--- src/rtl/simplearm_pkg.sv ---
// Shared types and constants for the block-transfer sequencer slice.
// Latency: none (declarations only).
// Backpressure: not applicable.
package simplearm_pkg;

  typedef enum logic [1:0] {
    IDLE = 2'd0,
    XFER = 2'd1,
    DONE = 2'd2
  } state_e;

  localparam logic [3:0] REG_PC     = 4'd15;
  localparam int         WORD_BYTES = 4;

  // Number of registers named in a 16-bit list.
  function automatic logic [4:0] popcount16(input logic [15:0] v);
    logic [4:0] c;
    c = '0;
    for (int i = 0; i < 16; i++) begin
      c = c + 5'(v[i]);
    end
    return c;
  endfunction

endpackage

--- src/rtl/blk_xfer_seq_if.sv ---
// Bundle of command, memory-beat and register-file signals around the sequencer.
// Latency: none (wires only).
// Backpressure: mem_ready stalls the current memory beat.
interface blk_xfer_seq_if #(
  parameter int ADDR_W = 32,
  parameter int DATA_W = 32
);
  // command, sampled at start
  logic              start;
  logic              is_load;
  logic              p_bit;
  logic              u_bit;
  logic              w_bit;
  logic [3:0]        rn;
  logic [ADDR_W-1:0] base;
  logic [15:0]       reglist;
  // memory beat handshake
  logic              mem_req;
  logic              mem_we;
  logic [ADDR_W-1:0] mem_addr;
  logic [DATA_W-1:0] mem_wdata;
  logic              mem_ready;
  logic [DATA_W-1:0] mem_rdata;
  // register file third read port and write port
  logic [3:0]        rf_ra;
  logic [DATA_W-1:0] rf_rd;
  logic              rf_we;
  logic [3:0]        rf_wa;
  logic [DATA_W-1:0] rf_wd;
  // PC redirect and status
  logic              pc_we;
  logic [DATA_W-1:0] pc_wd;
  logic              busy;
  logic              done;

  // sequencer side
  modport master (
    input  start, is_load, p_bit, u_bit, w_bit, rn, base, reglist,
    output mem_req, mem_we, mem_addr, mem_wdata,
    input  mem_ready, mem_rdata,
    output rf_ra,
    input  rf_rd,
    output rf_we, rf_wa, rf_wd, pc_we, pc_wd, busy, done
  );

  // environment side: decoder, memory and register file
  modport slave (
    output start, is_load, p_bit, u_bit, w_bit, rn, base, reglist,
    input  mem_req, mem_we, mem_addr, mem_wdata,
    output mem_ready, mem_rdata,
    input  rf_ra,
    output rf_rd,
    input  rf_we, rf_wa, rf_wd, pc_we, pc_wd, busy, done
  );

endinterface

--- src/rtl/prio_enc16.sv ---
// Lowest-set-bit encoder over a 16-bit mask.
// Latency: combinational.
// Backpressure: none.
module prio_enc16 (
  input  logic [15:0] mask_i,
  output logic [3:0]  idx_o,
  output logic        vld_o
);

  // scan high to low so the lowest set bit is the last one assigned
  always_comb begin
    idx_o = 4'd0;
    vld_o = |mask_i;
    for (int i = 15; i >= 0; i--) begin
      if (mask_i[i]) begin
        idx_o = 4'(i);
      end
    end
  end

endmodule

--- src/rtl/blk_xfer_seq.sv ---
// LDM/STM sequencer: walks the register list lowest index first, one memory beat per register.
// Latency: first mem_req the cycle after start; done the cycle after the last handshake.
// Backpressure: mem_ready low holds address, register index and store data stable.
module blk_xfer_seq
  import simplearm_pkg::*;
#(
  parameter int ADDR_W = 32,
  parameter int DATA_W = 32
) (
  input  logic            clk,
  input  logic            reset_n,
  blk_xfer_seq_if.master  bus
);

  localparam logic [ADDR_W-1:0] STEP = ADDR_W'(WORD_BYTES);

  state_e            state_q;
  logic [15:0]       mask_q;
  logic [15:0]       mask_d;
  logic [ADDR_W-1:0] addr_q;
  logic [ADDR_W-1:0] final_q;
  logic              load_q;
  logic              wb_q;
  logic [3:0]        rn_q;

  logic [3:0]        cur;
  logic              cur_vld;
  logic              in_xfer;
  logic              in_done;
  logic              hs;

  // capture-time values derived from the command inputs
  logic [4:0]        cnt;
  logic [ADDR_W-1:0] span;
  logic [ADDR_W-1:0] start_addr;
  logic [ADDR_W-1:0] final_base;
  logic              wb_cap;

  prio_enc16 u_enc (
    .mask_i (mask_q),
    .idx_o  (cur),
    .vld_o  (cur_vld)
  );

  assign in_xfer = (state_q == XFER);
  assign in_done = (state_q == DONE);
  assign hs      = in_xfer & cur_vld & bus.mem_ready;
  assign mask_d  = mask_q & ~(16'd1 << cur);

  // start address and final base for the four addressing modes; wraps mod 2^ADDR_W
  always_comb begin
    cnt        = popcount16(bus.reglist);
    span       = ADDR_W'(cnt) * STEP;
    final_base = bus.u_bit ? (bus.base + span) : (bus.base - span);
    start_addr = bus.base;
    case ({bus.p_bit, bus.u_bit})
      2'b01:   start_addr = bus.base;
      2'b11:   start_addr = bus.base + STEP;
      2'b00:   start_addr = bus.base - span + STEP;
      default: start_addr = bus.base - span;
    endcase
    // a loaded Rn beats the writeback, and R15 is never a writeback target
    wb_cap = bus.w_bit && (cnt != 5'd0) && !(bus.is_load && bus.reglist[bus.rn])
             && (bus.rn != REG_PC);
  end

  // sequencer FSM and transfer context
  always_ff @(posedge clk or negedge reset_n) begin
    if (!reset_n) begin
      state_q <= IDLE;
      mask_q  <= '0;
      addr_q  <= '0;
      final_q <= '0;
      load_q  <= 1'b0;
      wb_q    <= 1'b0;
      rn_q    <= '0;
    end else begin
      case (state_q)
        IDLE: begin
          if (bus.start) begin
            mask_q  <= bus.reglist;
            addr_q  <= start_addr;
            final_q <= final_base;
            load_q  <= bus.is_load;
            wb_q    <= wb_cap;
            rn_q    <= bus.rn;
            state_q <= (cnt == 5'd0) ? DONE : XFER;
          end
        end
        XFER: begin
          if (hs) begin
            mask_q <= mask_d;
            addr_q <= addr_q + STEP;
            if (mask_d == 16'd0) begin
              state_q <= DONE;
            end
          end
        end
        DONE: begin
          state_q <= IDLE;
        end
        default: begin
          state_q <= IDLE;
        end
      endcase
    end
  end

  // beat outputs, load steering and writeback; everything idles at zero outside XFER/DONE
  always_comb begin
    bus.mem_req   = in_xfer & cur_vld;
    bus.mem_we    = in_xfer & ~load_q;
    bus.mem_addr  = in_xfer ? addr_q : {ADDR_W{1'b0}};
    bus.rf_ra     = in_xfer ? cur : 4'd0;
    bus.mem_wdata = in_xfer ? bus.rf_rd : {DATA_W{1'b0}};
    bus.rf_we     = 1'b0;
    bus.rf_wa     = 4'd0;
    bus.rf_wd     = {DATA_W{1'b0}};
    bus.pc_we     = 1'b0;
    bus.pc_wd     = {DATA_W{1'b0}};
    bus.busy      = in_xfer | in_done;
    bus.done      = in_done;
    if (hs && load_q) begin
      if (cur == REG_PC) begin
        bus.pc_we = 1'b1;
        bus.pc_wd = bus.mem_rdata;
      end else begin
        bus.rf_we = 1'b1;
        bus.rf_wa = cur;
        bus.rf_wd = bus.mem_rdata;
      end
    end
    if (in_done && wb_q) begin
      bus.rf_we = 1'b1;
      bus.rf_wa = rn_q;
      bus.rf_wd = DATA_W'(final_q);
    end
  end

endmodule
--- src/flat_wrapper.sv ---
// flat-port wrapper written by rule: the top's interface ports become plain ports
module blk_xfer_seq_flat import simplearm_pkg::*;
#(
  parameter int ADDR_W = 32,
  parameter int DATA_W = 32
)
  (clk, reset_n, bus_start, bus_is_load, bus_p_bit, bus_u_bit, bus_w_bit, bus_rn, bus_base, bus_reglist, bus_mem_req, bus_mem_we, bus_mem_addr, bus_mem_wdata, bus_mem_ready, bus_mem_rdata, bus_rf_ra, bus_rf_rd, bus_rf_we, bus_rf_wa, bus_rf_wd, bus_pc_we, bus_pc_wd, bus_busy, bus_done);
  blk_xfer_seq_if #(.ADDR_W(ADDR_W), .DATA_W(DATA_W)) bus_i ();
  input  logic clk;
  input  logic reset_n;
  input wire logic [$bits(bus_i.start)-1:0] bus_start;
  input wire logic [$bits(bus_i.is_load)-1:0] bus_is_load;
  input wire logic [$bits(bus_i.p_bit)-1:0] bus_p_bit;
  input wire logic [$bits(bus_i.u_bit)-1:0] bus_u_bit;
  input wire logic [$bits(bus_i.w_bit)-1:0] bus_w_bit;
  input wire logic [$bits(bus_i.rn)-1:0] bus_rn;
  input wire logic [$bits(bus_i.base)-1:0] bus_base;
  input wire logic [$bits(bus_i.reglist)-1:0] bus_reglist;
  output wire logic [$bits(bus_i.mem_req)-1:0] bus_mem_req;
  output wire logic [$bits(bus_i.mem_we)-1:0] bus_mem_we;
  output wire logic [$bits(bus_i.mem_addr)-1:0] bus_mem_addr;
  output wire logic [$bits(bus_i.mem_wdata)-1:0] bus_mem_wdata;
  input wire logic [$bits(bus_i.mem_ready)-1:0] bus_mem_ready;
  input wire logic [$bits(bus_i.mem_rdata)-1:0] bus_mem_rdata;
  output wire logic [$bits(bus_i.rf_ra)-1:0] bus_rf_ra;
  input wire logic [$bits(bus_i.rf_rd)-1:0] bus_rf_rd;
  output wire logic [$bits(bus_i.rf_we)-1:0] bus_rf_we;
  output wire logic [$bits(bus_i.rf_wa)-1:0] bus_rf_wa;
  output wire logic [$bits(bus_i.rf_wd)-1:0] bus_rf_wd;
  output wire logic [$bits(bus_i.pc_we)-1:0] bus_pc_we;
  output wire logic [$bits(bus_i.pc_wd)-1:0] bus_pc_wd;
  output wire logic [$bits(bus_i.busy)-1:0] bus_busy;
  output wire logic [$bits(bus_i.done)-1:0] bus_done;
  assign bus_i.start = bus_start;
  assign bus_i.is_load = bus_is_load;
  assign bus_i.p_bit = bus_p_bit;
  assign bus_i.u_bit = bus_u_bit;
  assign bus_i.w_bit = bus_w_bit;
  assign bus_i.rn = bus_rn;
  assign bus_i.base = bus_base;
  assign bus_i.reglist = bus_reglist;
  assign bus_mem_req = bus_i.mem_req;
  assign bus_mem_we = bus_i.mem_we;
  assign bus_mem_addr = bus_i.mem_addr;
  assign bus_mem_wdata = bus_i.mem_wdata;
  assign bus_i.mem_ready = bus_mem_ready;
  assign bus_i.mem_rdata = bus_mem_rdata;
  assign bus_rf_ra = bus_i.rf_ra;
  assign bus_i.rf_rd = bus_rf_rd;
  assign bus_rf_we = bus_i.rf_we;
  assign bus_rf_wa = bus_i.rf_wa;
  assign bus_rf_wd = bus_i.rf_wd;
  assign bus_pc_we = bus_i.pc_we;
  assign bus_pc_wd = bus_i.pc_wd;
  assign bus_busy = bus_i.busy;
  assign bus_done = bus_i.done;
  blk_xfer_seq #(.ADDR_W(ADDR_W), .DATA_W(DATA_W)) u_core (.clk(clk), .reset_n(reset_n), .bus(bus_i));
endmodule
--- config.mk ---
export PLATFORM = sky130hd
export DESIGN_NAME = blk_xfer_seq_flat
export DESIGN_NICKNAME = d
export VERILOG_FILES = /design/src/rtl/simplearm_pkg.sv /design/src/rtl/blk_xfer_seq_if.sv /design/src/rtl/prio_enc16.sv /design/src/rtl/blk_xfer_seq.sv /design/src/flat_wrapper.sv
export SDC_FILE = /design/constraint.sdc
export NUM_CORES = 1
export LEC_CHECK = 0
export BUFFER_PORTS_ARGS = -buffer_cell sky130_fd_sc_hd__buf_2
export CAP_MARGIN = 5
export CORE_UTILIZATION = 35
export CTS_BUF_LIST = sky130_fd_sc_hd__clkbuf_4 sky130_fd_sc_hd__clkbuf_8 sky130_fd_sc_hd__clkbuf_16
export DETAILED_ROUTE_END_ITERATION = 12
export PLACE_DENSITY_LB_ADDON = 0.2
export SLEW_MARGIN = 20
export SYNTH_ARGS = -nofsm -noshare
export SYNTH_HDL_FRONTEND = slang
export SYNTH_HIERARCHICAL = 1
export SYNTH_SLANG_ARGS = --single-unit
--- constraint.sdc ---
create_clock -name clk -period 2.9 [get_ports clk]
set_input_delay 0.29 -clock clk [delete_from_list [all_inputs] [get_ports clk]]
set_output_delay 0.29 -clock clk [all_outputs]
set_load 0.02 [all_outputs]
==> metrics.log <==
INFO  metric num-fill-cells = roughly 2500
INFO  metric synth_commonest_cells = nand2_1 (142), o21ai_0 (116), and2_1 (104)
INFO  metric post-route-drc-count = 0
INFO  metric drv_slew = 0
INFO  metric dominantRegCellSynth = dfrtp_1
INFO  metric finalSetupViolations = ~120
INFO  metric crit_buf_inv = 8
INFO  metric synth_warnings = 6
INFO  metric critical_path_arrival = ~6000 ps
INFO  metric cts_num_sinks = 88
INFO  metric design_power_total = 14.77 mW
INFO  metric dieArea = 29010 um^2
INFO  metric detail_route.iter0.violations = 872
INFO  metric critical_path.most_common_cell = fa_1
INFO  metric clk_pin_slew_worst_paths = 70 ps
INFO  metric nets = 1992
INFO  metric maximum_number_of_pins_on_one_net_before_global_route_repair = 71
INFO  metric detail-route-antenna-nets = 0
INFO  metric start_kind = input port
INFO  metric critPathRequiredTime = 3160 ps
INFO  metric rsz0062_at_grt = true
INFO  metric grt_first_pass_wirelength = 63.34 mm
INFO  metric drt-pass1-iter-count = 5
INFO  metric clock_tree.htree_level_count = 3
INFO  metric final_area = 16380 um^2
INFO  metric min-delay-start = bus_is_load
INFO  metric initial_utilization = 35.60%
INFO  metric core_region_area = 27860 um^2
INFO  metric sequential_cell_area = 2212 um^2
INFO  metric clock_tree_from_tritoncts = yes
INFO  metric ir_worst_vdd = about 0.6 mV
INFO  metric synth.largest_area_cell = dfrtp_1
INFO  metric wl = roughly 43 mm
INFO  metric synth_sequential_area_ratio = 22.21%
INFO  metric startpoint = bus_reglist[11]
INFO  metric cts_inserted_buffers = 9
INFO  metric post_synth_instance_area = a little under 10000 um^2
INFO  metric power.density_cell_area = 902.0 nW/um^2
INFO  metric area_share_of_the_largest_cell_type_after_synthesis = between 20% and 30%
INFO  metric netlist_top_cells_area = dfrtp_1 (22%), and2_1 (6.6%), o21ai_0 (5.9%)
INFO  metric n_antenna_cell = 0
INFO  metric startpoint_of_the_lowest_slack_register_to_register_path = u_core/mask_q[9]
INFO  metric cpMaxStageDelayCell = a2111oi_4
INFO  metric synth-async-reset-ratio = 100.0%
INFO  metric avgSynthCellArea = roughly 7.5 um^2
INFO  metric std_cell_rows = around 60
INFO  metric drt-wirelength-per-cell = 19.53 um
INFO  metric drive_gt1_share = between 40% and 50%
INFO  metric final.setup.worst_slack = -3004 ps
INFO  metric dpl_cell_area = 13660 um^2
INFO  metric cts_max_path_buffers = 2
INFO  metric leakage = between 7 and 8 nW
INFO  metric achievable-frequency = 169.4 MHz
INFO  metric status = finished with violations
INFO  metric insertion_delay = 360 ps
INFO  metric synth_cells = 1326
INFO  metric port_buffers = 265
INFO  metric detailedPlacementHpwl = 31.65 mm
INFO  metric min-delay-path-class = input port to flip-flop
INFO  metric root_buffer = clkbuf_16
INFO  metric timing_hold_violations_final = 0
INFO  metric final.period_utilization = 203.6%
INFO  metric grt_antenna_before_repair = 0
INFO  metric pre_cts_ws = -3418 ps
INFO  metric multiInputGateArea = 8496 um^2
INFO  metric die_w = 170.3 um
INFO  metric routability_cong = 0.9704
INFO  metric post_synth_num_cell_types = 88
INFO  metric crit_family = adder cells
INFO  metric final_setup_skew = 11.34 ps
INFO  metric gr-usage-all-layers = ~28%
INFO  metric route.vias.total = ~12000
INFO  metric boundaryPins = 266
INFO  metric path_max_fanout = 7
INFO  metric globalRouteOverflowTotal = 0
INFO  metric die_h = 170.3 um
INFO  metric syn_nets = between 1000 and 1500
INFO  metric synth-edff-count = 0
INFO  metric cap_violations = 0
INFO  metric yosys.cell_count.top_type = nand2_1
INFO  metric finalWorstPathRequiredPeriod = 5904 ps
INFO  metric via_count_of_the_first_global_routing_pass = 11420
INFO  metric maxSlewHeadroom = 37.22%
INFO  metric post_detailed_route_via_to_cell_ratio = about 5.5
INFO  metric critPathCaptureType = flip-flop
INFO  metric yosys_register_bits = 88
INFO  metric cp_slowest_stage_delay = between 500 and 600 ps
INFO  metric synthToLayoutAreaGrowth = 65.14%
INFO  metric worst-slew-pin-transition = between 900 and 1000 ps
INFO  metric timing_worst_setup_path_type = input port to flip-flop
INFO  metric violations = setup timing
==> worst reg2reg max path, stage by stage, from the launching register on <==
cell and delay [ps]:
dfrtp_1 470, nor2_2 260, nand2_1 110, o21ai_1 170
and3_1 200, buf_4 120, buf_4 150, nand2b_1 80
or2_2 300, a221oi_1 320, o2111ai_1 150, o21ai_0 270
nand2_1 140, nand2_1 80, o21ai_0 70
==> worst paths after layout <==
| path | to | slack, ps | depth (start not counted) |
|---|---|---|---|
| hold / removal | u_core/load_q | 210 | 2 |
| max in group asynchronous | u_core/final_q[16] | 1710 | 3 |
| setup reg to reg | u_core/state_q[0] | -110 | 14 |
| hold reg to reg | u_core/final_q[20] | 500 | 2 |
| setup / recovery | u_core/addr_q[31] | -3000 | 25 |
| min in group asynchronous | u_core/final_q[24] | 480 | 2 |
==> state kept, by name (all words and copies together) (netlist names) <==
| signal | count |
|---|---|
| u_core/wb_q | 1 |
| u_core/addr_q | 32 |
| u_core/state_q | 2 |
| u_core/mask_q | 16 |
| u_core/load_q | 1 |
| u_core/final_q | 32 |
| u_core/rn_q | 4 |
==> what timing repair did <==
| action | CTS | global route |
|---|---|---|
| setup buffers | 37 | 36 |
| hold buffers | 1 | 0 |
| pin swaps | 81 | 130 |
| endpoints found under the setup margin | 131 | 131 |
| cloned | 3 | 4 |
| endpoints found under the hold margin | 38 | 0 |
| gates resized for setup | 200 | 292 |
==> power breakdown <==
part	leakage, nW	switching [mW]	internal (mW)	total, mW
registers	1.06	0.688	1.87	2.56
logic	6.08	5.79	5.17	11.0
clock network	0.143	0.574	0.685	1.26
==> kinds of logic (layout without fill, tap and decap cells) <==
family | Yosys count | in the layout | synth area share (%)
AOI/OAI and AO/OA | 378 | 378 | 24.72
xor gates and xnor gates | 78 | 78 | 7.116
adders and majority gates | 37 | 37 | 5.577
buffers and inverters | 150 | 660 | 6.258
DFF | 88 | 88 | 22.21
muxes | 29 | 29 | 3.596
and+or+nand+nor | 566 | 566 | 30.53
==> cells in the final DEF (no fill, tap or decap), drive strengths merged, types with 49 or more instances in the layout <==
| cell type | netlist | layout |
|---|---|---|
| nor2 | 103 | 103 |
| xnor2 | 50 | 50 |
| nand2 | 143 | 143 |
| nand3 | 49 | 49 |
| and2 | 105 | 105 |
| buf | 26 | 589 |
| o21ai | 118 | 118 |
| a21oi | 81 | 81 |
| inv | 51 | 53 |
| dfrtp | 88 | 88 |
==> stage by stage <==
stage | cells | util [%] | setup TNS, ps | hold slack (ps)
floorplan | 1326 | - | -126260 | -5.591
global placement | 2133 | 49.04 | -165080 | 332.0
detailed placement | 2133 | 49.04 | -166550 | 329.1
CTS | 2185 | 54.09 | -137750 | 195.5
global route | 2214 | 58.79 | -162180 | 192.6
finish | 2214 | 58.79 | -144210 | 210.9
==> routing by layer <==
layer / GRT usage (%) / vias to the layer above / routed length [um]
met1: 35.79 / 5917 / 18580
met2: 48.88 / 385 / 21390
met5: 0 / - / 0
met4: 10.22 / 0 / 1415
li1: - / 5754 / -
met3: 3.465 / 86 / 1850
==> final cells by class <==
class	count	share of cell area [%]
clock buffer	10	1.421
clock inverter	6	0.4126
inverter	51	1.184
multi-input combinational	1088	51.88
sequential	88	13.51
tap	378	2.888
timing repair buffer	593	28.71
Note: power is estimated with default switching activity, not from simulation.
